<file path="src/rtl/crem_pkg.sv">
// Shared definitions for the register-file command controller: opcodes and FSM states.
package crem_pkg;

    localparam logic [7:0] CMD_RF_WR = 8'hAA;
    localparam logic [7:0] CMD_RF_RD = 8'hBB;

    typedef enum logic [2:0] {
        ST_IDLE    = 3'd0,
        ST_WR_ADDR = 3'd1,
        ST_WR_DATA = 3'd2,
        ST_RD_ADDR = 3'd3,
        ST_RD_WAIT = 3'd4,
        ST_TX_SEND = 3'd5
    } crem_state_e;

endpackage

</file>
<file path="src/rtl/reg_file_cmd_ctrl.sv">
// Byte-stream command decoder driving the register file's WrEn/RdEn port.
// Frames: AA addr data (write), BB addr (read, one-byte response via tx_*).
module reg_file_cmd_ctrl
    import crem_pkg::*;
#(
    parameter int ADDR_WIDTH    = 4,
    parameter int DATA_WIDTH    = 8,
    parameter int FRAME_TIMEOUT = 255,
    parameter int RD_TIMEOUT    = 15
) (
    input  logic                  clk,
    input  logic                  rst,
    input  logic [7:0]            rx_data,
    input  logic                  rx_valid,
    output logic                  WrEn,
    output logic                  RdEn,
    output logic [ADDR_WIDTH-1:0] address,
    output logic [DATA_WIDTH-1:0] WrData,
    input  logic [DATA_WIDTH-1:0] RdData,
    input  logic                  RdData_Valid,
    output logic [7:0]            tx_data,
    output logic                  tx_valid,
    input  logic                  tx_busy,
    output logic                  cmd_err,
    output logic                  busy
);

    // One counter serves both timeouts, so size it for the larger one.
    localparam int TMO_MAX = (FRAME_TIMEOUT > RD_TIMEOUT) ? FRAME_TIMEOUT : RD_TIMEOUT;
    localparam int CNT_W   = $clog2(TMO_MAX + 1);
    localparam logic [CNT_W-1:0] FRAME_LAST = CNT_W'(FRAME_TIMEOUT - 1);
    localparam logic [CNT_W-1:0] RD_LAST    = CNT_W'(RD_TIMEOUT - 1);

    crem_state_e           state_q, state_d;
    logic [CNT_W-1:0]      cnt_q, cnt_d;
    logic                  wr_en_q, wr_en_d;
    logic                  rd_en_q, rd_en_d;
    logic                  tx_valid_q, tx_valid_d;
    logic                  cmd_err_q, cmd_err_d;
    logic                  busy_q, busy_d;
    logic [ADDR_WIDTH-1:0] addr_q, addr_d;
    logic [DATA_WIDTH-1:0] wr_data_q, wr_data_d;
    logic [7:0]            tx_data_q, tx_data_d;

    logic addr_bad;
    logic frame_tmo;
    logic rd_tmo;

    // Address bytes with any bit above the register file range are rejected.
    assign addr_bad  = (rx_data >> ADDR_WIDTH) != 8'h00;
    assign frame_tmo = (cnt_q == FRAME_LAST);
    assign rd_tmo    = (cnt_q == RD_LAST);

    // Next-state, counter and registered-output logic.
    always_comb begin
        state_d    = state_q;
        cnt_d      = '0;           // reload on entry to any state
        wr_en_d    = 1'b0;
        rd_en_d    = 1'b0;
        cmd_err_d  = 1'b0;
        tx_valid_d = tx_valid_q;
        addr_d     = addr_q;
        wr_data_d  = wr_data_q;
        tx_data_d  = tx_data_q;

        case (state_q)
            ST_IDLE: begin
                if (rx_valid) begin
                    if (rx_data == CMD_RF_WR)      state_d = ST_WR_ADDR;
                    else if (rx_data == CMD_RF_RD) state_d = ST_RD_ADDR;
                    else                           cmd_err_d = 1'b1;
                end
            end
            ST_WR_ADDR, ST_RD_ADDR: begin
                cnt_d = cnt_q + CNT_W'(1);
                if (rx_valid) begin
                    if (addr_bad) begin
                        cmd_err_d = 1'b1;
                        state_d   = ST_IDLE;
                    end else begin
                        addr_d  = rx_data[ADDR_WIDTH-1:0];
                        cnt_d   = '0;
                        rd_en_d = (state_q == ST_RD_ADDR);
                        state_d = (state_q == ST_RD_ADDR) ? ST_RD_WAIT : ST_WR_DATA;
                    end
                end else if (frame_tmo) begin
                    cmd_err_d = 1'b1;
                    state_d   = ST_IDLE;
                end
            end
            ST_WR_DATA: begin
                cnt_d = cnt_q + CNT_W'(1);
                if (rx_valid) begin
                    wr_data_d = DATA_WIDTH'(rx_data);
                    wr_en_d   = 1'b1;
                    state_d   = ST_IDLE;
                end else if (frame_tmo) begin
                    cmd_err_d = 1'b1;
                    state_d   = ST_IDLE;
                end
            end
            ST_RD_WAIT: begin
                // Bytes arriving here are dropped and do not reload the counter.
                cnt_d     = cnt_q + CNT_W'(1);
                rd_en_d   = 1'b1;
                cmd_err_d = rx_valid;
                if (RdData_Valid) begin
                    tx_data_d  = 8'(RdData);
                    tx_valid_d = 1'b1;
                    rd_en_d    = 1'b0;
                    state_d    = ST_TX_SEND;
                end else if (rd_tmo) begin
                    rd_en_d   = 1'b0;
                    cmd_err_d = 1'b1;
                    state_d   = ST_IDLE;
                end
            end
            ST_TX_SEND: begin
                cmd_err_d = rx_valid;
                if (tx_valid_q && !tx_busy) begin
                    tx_valid_d = 1'b0;
                    state_d    = ST_IDLE;
                end
            end
            default: state_d = ST_IDLE;
        endcase

        busy_d = (state_d != ST_IDLE);
    end

    // State and output registers; reset aborts any frame in flight.
    always_ff @(posedge clk or negedge rst) begin
        if (!rst) begin
            state_q    <= ST_IDLE;
            cnt_q      <= '0;
            wr_en_q    <= 1'b0;
            rd_en_q    <= 1'b0;
            tx_valid_q <= 1'b0;
            cmd_err_q  <= 1'b0;
            busy_q     <= 1'b0;
            addr_q     <= '0;
            wr_data_q  <= '0;
            tx_data_q  <= '0;
        end else begin
            state_q    <= state_d;
            cnt_q      <= cnt_d;
            wr_en_q    <= wr_en_d;
            rd_en_q    <= rd_en_d;
            tx_valid_q <= tx_valid_d;
            cmd_err_q  <= cmd_err_d;
            busy_q     <= busy_d;
            addr_q     <= addr_d;
            wr_data_q  <= wr_data_d;
            tx_data_q  <= tx_data_d;
        end
    end

    assign WrEn     = wr_en_q;
    assign RdEn     = rd_en_q;
    assign tx_valid = tx_valid_q;
    assign cmd_err  = cmd_err_q;
    assign busy     = busy_q;
    assign address  = addr_q;
    assign WrData   = wr_data_q;
    assign tx_data  = tx_data_q;

endmodule

</file>
<file path="config.mk">
export PLATFORM = sky130hd
export DESIGN_NAME = reg_file_cmd_ctrl
export DESIGN_NICKNAME = d
export VERILOG_FILES = /design/src/rtl/crem_pkg.sv /design/src/rtl/reg_file_cmd_ctrl.sv
export SDC_FILE = /design/constraint.sdc
export NUM_CORES = 1
export LEC_CHECK = 0
export CAP_MARGIN = 15
export CORE_MARGIN = 2
export CORE_UTILIZATION = 25
export DETAILED_ROUTE_END_ITERATION = 10
export SLEW_MARGIN = 20
export SYNTH_ARGS = -nofsm -noshare
export SYNTH_HDL_FRONTEND = slang
export SYNTH_SLANG_ARGS = --single-unit
</file>
<file path="constraint.sdc">
create_clock -name clk -period 1.5 [get_ports clk]
set_input_delay 0.225 -clock clk [delete_from_list [all_inputs] [get_ports clk]]
set_output_delay 0.225 -clock clk [all_outputs]
set_load 0.01 [all_outputs]
</file>
==> reports/summary.txt <==
Synth-to-layout area growth - 60.05%
Max incr delay on CP - 0.48 ns
Req. time, crit path - 1.65 ns
Failing checks - setup timing
Max Clock Freq - 618.1 MHz
Max Used Layer - met4
Synthesized cell area - 1607 sq um
Most used DFF post-synth - dfrtp_1
I/O Pins - 46
Yosys reg bits - 36
Max FO, Critical Path - 3
Slowest-stage cell, CP - or4b_4
Die Width - 84.17 um
DRC violations left - 0
Critical Path AT - 1.77 ns
Relative slew margins - 70.03%
Final setup viols - 9
Hold Startpoint - rx_data[6]
Syn nets - 156
Commonest non-fill, non-tap cell in the layout - clkdlybuf4s50_1
Fin. max-slew vios - 0
Distinct cells, synth - 35
IO buf count - 45
Total number of vias - 1267
Crit path time final - 1.618 ns
Initial antenna violation count - 0
Pre-Repair DR Iteration Count - 4
Antenna cells - 0
P_leak - 1.194 nW
Reg2reg path depth - 4
Clk slew on worst S/H paths - 0.07 ns
Post-synth EDFFs - 0
Net count, final - 235
Clock latency on the worst-skew pair - 0.28 ns
Global-route usage over all layers - 11.10%
Post-DRT Antenna Nets - 0
Outcome - complete, but fails checks
Setup slack after layout - -0.1177 ns
Unrepaired setup endpoints after global routing - true
Final wirelength - 3579 um
Worst Hold End - WrData[6]
Core area - 6277 sq um
Share of layout cells above drive strength 1 - 28.64%
Cell count after synthesis - 133
Crit path launch type - register
Largest net degree at the start of global routing - 37
Min-Delay Path Depth - 3
Max capacitance violation total - 0
Most area-consuming cells after synthesis - dfrtp_1 (56%), mux2_1 (8.4%), mux2_2 (5.6%)
Initial core utilization - 25.59%
Power, Total - 3.956 mW
CTS tree - done
Overflow after GRT - 0
Worst VDD drop - 0.7280 mV
Die area - 7084 sq um
Die Span Y - 84.17 um
Largest area contributor in the netlist - dfrtp_1
Most frequent cells in the layout - clkdlybuf4s50_1 (41), dfrtp_1 (34), buf_4 (30), mux2_1 (12), nor2_1 (10)
Clock root buffer - clkbuf_8
Hpwl dp - 2691 um
Worst-Margin Slew - 0.4495 ns
Wl on met1 - 1621 um
Flop2flop setup slack - -0.12 ns
CTS Sinks - 36
Met3 wire length - 179 um
Final Hold Vio Count - 0
H-Tree Depth - 2
Worst Hold Class - in -> reg
CTS buffer count - 5
DR WL/cell - 12.34 um
Worst reg2reg path startpoint - cnt_q[5]
Max Buffers Root-to-Sink - 2
Global-route wire length before repair - 6099 um
Vias/cell - 4.369
# rows - 29
GP Congestion - 0.8161
Pwr dens - 1539 nW/um^2
Reg2reg end - busy
YS warnings - 0
Crit-path cells - nor4_2 > nand3_1 > a31oi_1 > or4b_4
Top cell type's share of synthesized area - 56.07%
Fin crit share - 107.8%
Vias in the first global route - 1292
Worst setup path category - reg -> reg
Clock skew - 0.003193 ns
Initial drt markers - 49
Syn_area_per_cell - 12.08 sq um
Worst setup EP type - register
Worst slack, placed - -0.4352 ns
Sequential area share after synthesis - 56.07%
Met2 WL - 1679 um
Async S/R FF share, synth - 100.0%
-- worst max path at each step --
stage / from / slack (ns) / cells after the start / to
2_1_floorplan: cnt_q[5] / 0.03 / 4 / busy
3_3_place_gp: rx_data[5] / -0.38 / 4 / address[3]
3_5_place_dp: rx_data[5] / -0.44 / 4 / address[3]
4_1_cts: cnt_q[5] / -0.09 / 4 / busy
5_1_grt: cnt_q[5] / -0.18 / 4 / busy
6_report: cnt_q[5] / -0.12 / 4 / busy
-- synth_stat cells (2+ instances only) --
library cell  instances
buf_2                 5
nand2b_1              2
xnor2_1               2
inv_1                 2
a21oi_1               3
nor2b_1               5
xor2_1                5
o21ai_0               2
nor2_1               11
ha_1                  2
dfrtp_1              36
nand3_1               5
mux2_1               12
nand4_1               3
nand2_1               9
nor4_2                2
and3_1                2
mux2_2                8
-- routing by layer --
metal,vias to the layer above,track usage (%)
li1,623,-
met1,607,13.93
met2,29,17.24
met3,8,3.245
met4,0,6.012
met5,-,0
-- critical path, delay by kind of cell, from the launching register on --
family           cells  cell delay, ns
AO/OA/AOI/OAI        1            0.21
flip-flops           1            0.40
AND/OR/NAND/NOR      3            0.88
-- cell families (layout without fill, tap and decap cells) --
| logic type | after synthesis | in the layout | share of synthesized area [%] |
|---|---|---|---|
| xor gates and xnor gates | 7 | 7 | 3.816 |
| AOI/OAI and AO/OA | 13 | 13 | 5.531 |
| adders and majority gates | 2 | 2 | 1.557 |
| and+or+nand+nor | 48 | 48 | 16.98 |
| muxes | 20 | 20 | 14.02 |
| DFF | 36 | 36 | 56.07 |
| buffers and inverters | 7 | 87 | 2.025 |
-- sequential cells by signal (all words and copies together), names as in the netlist --
name,count
RdEn,1
WrData,8
WrEn,1
address,4
busy,1
cmd_err,1
cnt_q,8
state_q,3
tx_data,8
tx_valid,1
-- power breakdown --
| part | switching (mW) | internal [mW] | total (mW) |
|---|---|---|---|
| logic | 0.634 | 0.968 | 1.60 |
| registers | 0.198 | 1.25 | 1.45 |
| clock network | 0.321 | 0.586 | 0.907 |
| total | 1.15 | 2.80 | 3.96 |
-- layout make-up --
| cell class | count | area, sq um |
|---|---|---|
| flip-flops and latches | 36 | 903.4 |
| well taps | 77 | 96.34 |
| fillers | 597 | 3706 |
| clock buffers | 7 | 96.34 |
| repair buffers | 77 | 708.2 |
| inverters | 2 | 7.507 |
| multi-input cells | 90 | 729.5 |
| clock inverters | 1 | 30.03 |
-- through the flow --
| step | setup TNS, ns | utilization [%] | instance area [sq um] | cells | hold WS (ns) |
|---|---|---|---|---|---|
| after CTS | -0.3583 | 40.00 | 2511 | 289 | 0.4981 |
| after global routing | -1.408 | 40.96 | 2571 | 290 | 0.4119 |
| after global placement | -7.195 | 37.49 | 2354 | 279 | 0.2924 |
| after detailed placement | -7.821 | 37.49 | 2354 | 279 | 0.2961 |
| after floorplan | 0 | - | 1607 | 133 | -0.07059 |
| final | -0.2965 | 40.96 | 2571 | 290 | 0.3831 |
-- timing repair --
action,4_1_cts,5_1_grt
buffers inserted,1,2
hold buffers,1,0
pin swaps,0,7
cloned,0,0
hold endpoints to repair,36,0
gates resized for setup,2,14
endpoints found under the setup margin,14,34
(Power assumes the default switching activity.)
